--- config.mk ---
export PLATFORM = sky130hd
export DESIGN_NAME = wave_dac_spi_driver
export DESIGN_NICKNAME = d
export VERILOG_FILES = /design/src/rtl/wave_dac_spi_driver.sv
export SDC_FILE = /design/constraint.sdc
export NUM_CORES = 1
export LEC_CHECK = 0
export BUFFER_PORTS_ARGS = -buffer_cell sky130_fd_sc_hd__clkbuf_2
export CAP_MARGIN = 15
export CORE_MARGIN = 3
export CORE_UTILIZATION = 50
export CTS_CLUSTER_SIZE = 16
export DETAILED_ROUTE_END_ITERATION = 8
export PLACE_DENSITY = 0.7
export SLEW_MARGIN = 20
export SYNTH_ARGS = -nofsm -noshare
export SYNTH_HDL_FRONTEND = slang
export SYNTH_SLANG_ARGS = --single-unit
--- constraint.sdc ---
create_clock -name clk_100kHz -period 4.7 [get_ports clk_100kHz]
set_input_delay 0.705 -clock clk_100kHz [delete_from_list [all_inputs] [get_ports clk_100kHz]]
set_output_delay 0.705 -clock clk_100kHz [all_outputs]
set_load 0.005 [all_outputs]
--- src/rtl/wave_dac_spi_driver.sv ---
// wave_dac_spi_driver: accepts 8-bit waveform samples over valid/ready and
// shifts each one MSB-first to a serial DAC as {CMD, sample, 4'b0000}.
// SCLK idles low; MOSI changes on falling SCLK edges so it is stable for a
// full SCLK period around every rising edge, where the DAC samples it.
module wave_dac_spi_driver #(
    parameter int unsigned CLK_DIV = 1,        // clk cycles per SCLK half-period (1..255)
    parameter logic [3:0]  CMD     = 4'b0011,  // DAC command nibble, frame bits [15:12]
    parameter int unsigned CS_GAP  = 2         // clk cycles CS_n stays high between frames (1..15)
) (
    input  logic       clk_100kHz,
    input  logic       rst_,
    input  logic [7:0] sample_in,
    input  logic       sample_valid,
    output logic       sample_ready,
    output logic       dac_sclk,
    output logic       dac_mosi,
    output logic       dac_cs_n,
    output logic       busy,
    output logic       frame_done,
    output logic [7:0] drop_cnt
);

    typedef enum logic [1:0] {
        ST_IDLE  = 2'd0,
        ST_SHIFT = 2'd1,
        ST_GAP   = 2'd2
    } state_t;

    localparam logic [7:0] DIV_LAST = 8'(CLK_DIV - 1);
    localparam logic [3:0] GAP_LAST = 4'(CS_GAP - 1);
    localparam logic [5:0] TOG_END  = 6'd32;

    state_t      r_state;
    logic [15:0] r_shift;
    logic [7:0]  r_div_cnt;
    logic [5:0]  r_tog_cnt;
    logic [3:0]  r_gap_cnt;
    logic        r_ready;
    logic        r_sclk;
    logic        r_mosi;
    logic        r_cs_n;
    logic        r_busy;
    logic        r_done;
    logic [7:0]  r_drop;

    logic [5:0]  w_tog_next;
    logic        w_accept;

    assign w_tog_next = r_tog_cnt + 6'd1;
    // Handshake uses the registered ready, so the edge where ready returns is not an accept.
    assign w_accept   = sample_valid && r_ready;

    // Frame sequencer: IDLE -> SHIFT (32 SCLK toggles) -> GAP (CS_n high) -> IDLE.
    always_ff @(posedge clk_100kHz or negedge rst_) begin
        if (!rst_) begin
            r_state   <= ST_IDLE;
            r_shift   <= 16'h0000;
            r_div_cnt <= 8'd0;
            r_tog_cnt <= 6'd0;
            r_gap_cnt <= 4'd0;
            r_ready   <= 1'b1;
            r_sclk    <= 1'b0;
            r_mosi    <= 1'b0;
            r_cs_n    <= 1'b1;
            r_busy    <= 1'b0;
            r_done    <= 1'b0;
        end else begin
            r_done <= 1'b0;
            case (r_state)
                ST_IDLE: begin
                    if (w_accept) begin
                        r_shift   <= {CMD, sample_in, 4'b0000};
                        r_mosi    <= CMD[3];
                        r_cs_n    <= 1'b0;
                        r_sclk    <= 1'b0;
                        r_busy    <= 1'b1;
                        r_ready   <= 1'b0;
                        r_div_cnt <= 8'd0;
                        r_tog_cnt <= 6'd0;
                        r_state   <= ST_SHIFT;
                    end
                end
                ST_SHIFT: begin
                    if (r_div_cnt == DIV_LAST) begin
                        r_div_cnt <= 8'd0;
                        r_tog_cnt <= w_tog_next;
                        if (w_tog_next == TOG_END) begin
                            // Last falling edge closes the frame.
                            r_sclk    <= 1'b0;
                            r_mosi    <= 1'b0;
                            r_cs_n    <= 1'b1;
                            r_done    <= 1'b1;
                            r_gap_cnt <= 4'd0;
                            r_state   <= ST_GAP;
                        end else begin
                            r_sclk <= ~r_sclk;
                            // Even toggles are falling edges: present the next bit.
                            if (!w_tog_next[0]) begin
                                r_shift <= {r_shift[14:0], 1'b0};
                                r_mosi  <= r_shift[14];
                            end
                        end
                    end else begin
                        r_div_cnt <= r_div_cnt + 8'd1;
                    end
                end
                ST_GAP: begin
                    if (r_gap_cnt == GAP_LAST) begin
                        r_ready <= 1'b1;
                        r_busy  <= 1'b0;
                        r_state <= ST_IDLE;
                    end else begin
                        r_gap_cnt <= r_gap_cnt + 4'd1;
                    end
                end
                default: r_state <= ST_IDLE;
            endcase
        end
    end

    // Overrun counter: every offered-but-not-ready edge, saturating at 255.
    always_ff @(posedge clk_100kHz or negedge rst_) begin
        if (!rst_) begin
            r_drop <= 8'd0;
        end else if (sample_valid && !r_ready && (r_drop != 8'hFF)) begin
            r_drop <= r_drop + 8'd1;
        end
    end

    assign sample_ready = r_ready;
    assign dac_sclk     = r_sclk;
    assign dac_mosi     = r_mosi;
    assign dac_cs_n     = r_cs_n;
    assign busy         = r_busy;
    assign frame_done   = r_done;
    assign drop_cnt     = r_drop;

endmodule

-- Word level (Yosys, flattened, before mapping)
Cells that the tools add are included.
- $add $sub $neg: 4
- eq/ne operators: 13
- multiplexer cells: 39
- bitwise logic cells: 1
- reductions and logical operators: 17
- operators with widths (kind ; count):
    two-way mux 15 bit ; 4
    one-hot mux 15 bit (2 select lines) ; 1
    adder 8 x 1 -> 8 bit (second input constant) ; 2
    two-way mux 8 bit ; 2
    one-hot mux 8 bit (2 select lines) ; 1
    AND reduction 4 bit ; 4
    two-way mux 1 bit ; 14
    != test 2 bit (second input constant) ; 7
    two-way mux 4 bit ; 3
    two-way mux 6 bit ; 2
    one-hot mux 6 bit (2 select lines) ; 1
    one-hot mux 1 bit (2 select lines) ; 5
    logical NOT 8 bit ; 1
    two-way mux 2 bit ; 4
    != test 8 bit (second input constant) ; 1
    one-hot mux 4 bit (2 select lines) ; 1
    adder 6 x 1 -> 6 bit (second input constant) ; 1
    equality test 6 bit (second input constant) ; 1
    one-hot mux 2 bit (3 select lines) ; 1
    AND reduction 3 bit ; 2
    nonzero test 2 bit ; 3
    AND reduction 5 bit ; 1
    adder 4 x 1 -> 4 bit (second input constant) ; 1
    equality test 4 x 1 -> 1 bit (second input constant) ; 1
    other kinds (8) ; 10
- flip-flop bits (word level): 49
- logic and storage cells: 86

-- Logic depth before layout (Yosys ltp)
- word-level depth: 5
- depth in mapped cells: 8

-- Least setup slack after synthesis
OpenSTA, ideal clock, no wires.
- path type: reg2reg
- start point: reg r_drop[0], in the netlist drop_cnt[0]
- end point: reg r_drop[7], in the netlist drop_cnt[7]
- library setup time: 0.124 ns
- data arrival time: 1.731 ns
- required time: 4.576 ns
- path slack: 2.844 ns
- cell stages (with the launch flop): 7
- period minus slack after synthesis: 1.856 ns
- cell sequence: dfrtp_1 > ha_1 > and3_1 > a311oi_2 > and4_1 > nand3_1 > xnor2_1
- cells in the longest elaborated chain, start to end: 2
- elaborated cells on any way between the ends: 3
- those cells by class: 1 x add/sub; 1 x eq/ne; 1 x reduce/logical
- ends and longest elaborated chain (item ; line ; source):
    start: declaration ; 44 ; logic [7:0] r_drop;
    start signal: assignment ; 126 ; r_drop <= r_drop + 8'd1;
    branches (longest 2 deep; another with adder 8 x 1 -> 8 bit) ; n/a ;
Several ways; the timed one is not identified.
A chain may end at the register's enable or synchronous reset.

-- Worst setup path in the final report
- start point: reg r_drop[0], in the netlist drop_cnt[0]
- end point: reg r_drop[5], in the netlist drop_cnt[5]
Same word-level chain as after synthesis.

==> reports/results.ini <==
[outcome]
status=finished clean

[sta]
hold_viol_final=0
holdWs_ns=0.471
setup_viol=0
final.min_clock_period_ns=2.05
fin_setup_tns_ns=0
slew_viol_final=0
fmax_mhz=487
rsz0062_at_grt=no
worst_pin_slew_ns=1.01
fin_skew_ns=0.00788
maxSlewHeadroom_pct=32.0
fin_crit_sh_pct=43.7

[floorplan]
core_area_um2=4140
die_w_um=72.8
floorplan.initialDensity_pct=53.9
pin_count=25
fp-row-count=23
dieArea_um2=5300
die-height_um=72.8

[synthesis]
synth_nets=245
syn-cell-area_um2=2230
synthCells=228
async_flop_share_pct=100
yosys_warnings=0
yosys.cell_types.count=45
avgSynthCellArea_um2=9.80
yosysTopAreaCell=dfrtp_1
ys.flop_type=dfrtp_1
synth.area.top_cells=dfrtp_1, nand2_1, o21ai_0, nor2_1, ha_1
ys_seq_area_share_pct=50.5
yosys_register_bits=45
synth_top_area_share_pct=48.2
synth_edf_count=0

[worst_setup_path]
rr_worst_depth=6
cp.arrival_ns=2.24
cp-end-kind=flip-flop
crit_type=flip-flop to flip-flop
crit_fanout=6
cp.required_ns=4.88
start_kind=flip-flop

[global_routing]
grt_max_degree=46
use_met3_pct=4.55
grt_pass1_vias=1615
met1_usage_pct=25.5
antenna_found_initial=0
grt_pass1_wl_mm=7.46
use_met2_pct=26.5
grt-busiest-layer=met2
grt.total_usage_pct=18.3
grt_overflow_total=0

[clock_network]
cts_htree_levels=2
holdBufCountCts=0
tritoncts=done
cts_buffer_depth=2
cts_buffers=5
clk_latency_ns=0.30
cts_resized=0
root_buffer=clkbuf_8
cts_setup_buffers=0
clk_pin_slew_worst_paths_ns=0.08
cts_sinks=45

[place]
place_inst=297
gp_congestion=0.839
port_buffers=24
dp_hpwl_mm=3.00

[drt]
routed_via_density=5.59
drc=0
first_iter_violations=71
ant_nets=0
wl_per_cell_um=13.9
dr_total_vias=1705
drtPass1Iterations=4
wl_mm=4.24

[finish]
syn_to_final_growth_pct=11.3
fillers=389
antenna_cells=0
drive_above_1_share_pct=19.2
final_cells=305
seq_area_um2=1130
fin_util_pct=60.0
multi_input_area_um2=1030
nets=271

[pwr]
ir_worst_vdd_v=0.000166
cellLeakagePower_uw=0.00114
powerDensity_nw_per_um2=266

[run]
drv_cap=0

[worst_hold_path]
hold_path.class=input pin to asynchronous set/reset pin

path summary, 6_finish.rpt:
| kind | from | slack [ns] | endpoint |
|---|---|---|---|
| hold / removal | rst_ | 0.47 | r_gap_cnt[0]$_DFFE_PN0P_ |
| max in group asynchronous | rst_ | 3.84 | r_tog_cnt[3]$_DFFE_PN0P_ |
| setup / recovery | drop_cnt[0]$_DFFE_PN0P_ | 2.65 | drop_cnt[5]$_DFFE_PN0P_ |
| hold reg to reg | dac_sclk$_DFFE_PN0P_ | 0.49 | dac_sclk$_DFFE_PN0P_ |
| setup reg to reg | drop_cnt[0]$_DFFE_PN0P_ | 2.65 | drop_cnt[5]$_DFFE_PN0P_ |
| min in group clk_100kHz | dac_sclk$_DFFE_PN0P_ | 0.49 | dac_sclk$_DFFE_PN0P_ |
cells in the mapped netlist, drive strengths merged, types with 2 or more instances:
cell	count
a21o	3
a21oi	13
a31oi	3
and2	3
and3	2
buf	3
clkbuf	3
dfrtp	43
dfstp	2
ha	6
inv	10
nand2	29
nand2b	2
nand3	15
nand4	6
nor2	21
nor2b	2
nor3	4
nor4	2
o211ai	2
o21ai	19
o22ai	9
xnor2	6
xor2	5
layer usage:
layer | vias up | wire length (µm)
met2 | 26 | 1910
met4 | 0 | 68
met1 | 810 | 2070
met5 | - | 0
li1 | 862 | -
met3 | 7 | 184
cells by family after synthesis:
kind of cell | share of synthesized area [%]
simple gates | 20.8
fa+ha+maj | 3.36
xor+xnor | 4.31
flops | 50.5
mux | 0.952
buf+inv | 3.42
compound gates | 16.6
registers in the layout (all words and copies together) (netlist names), 2 cells and up:
name       cells
r_gap_cnt      4
r_tog_cnt      6
drop_cnt       8
r_div_cnt      8
r_state        2
r_shift       11
layout by cell type, fill, tap and decap left out, types with 5 or more instances in the layout:
master and count:
dfrtp_1 43, nand2_1 29, clkbuf_2 24, nor2_1 21
o21ai_0 18, nand3_1 15, a21oi_1 13, inv_1 10
clkbuf_8 7, nand4_1 6, xnor2_1 6, ha_1 6
xor2_1 5, o22ai_2 5
power by group:
| group | switching [µW] | leakage (µW) | total, µW | internal [µW] |
|---|---|---|---|---|
| Combinational | 9.81 | 0.000540 | 14.4 | 4.64 |
| Sequential | 0.495 | 0.000542 | 388 | 387 |
| Clock | 126 | 0.0000542 | 259 | 133 |
| Total | 136 | 0.00114 | 661 | 525 |
area by class of cell:
| class | count | area share, % |
|---|---|---|
| timing repair buffer | 25 | 5.13 |
| inverter | 10 | 1.51 |
| multi-input combinational | 167 | 41.4 |
| clock buffer | 7 | 3.88 |
| sequential | 45 | 45.4 |
| clock inverter | 1 | 0.201 |
| tap | 50 | 2.52 |
worst max-delay path: stages (launching register included):
cell,delay [ns]
dfrtp_1,0.42
ha_1,0.23
and3_1,0.22
a311oi_2,0.50
and4_1,0.34
nand3_1,0.11
xnor2_1,0.13
per-stage QoR:
step	setup WS, ns	area, µm²	total power [µW]
3_5_place_dp	2.64	2380	411
4_1_cts	2.66	2490	671
3_3_place_gp	2.67	2380	411
2_1_floorplan	2.84	2230	397
5_1_grt	2.37	2490	686
6_report	2.65	2490	661
No activity file was read; power rests on OpenSTA's default activity.
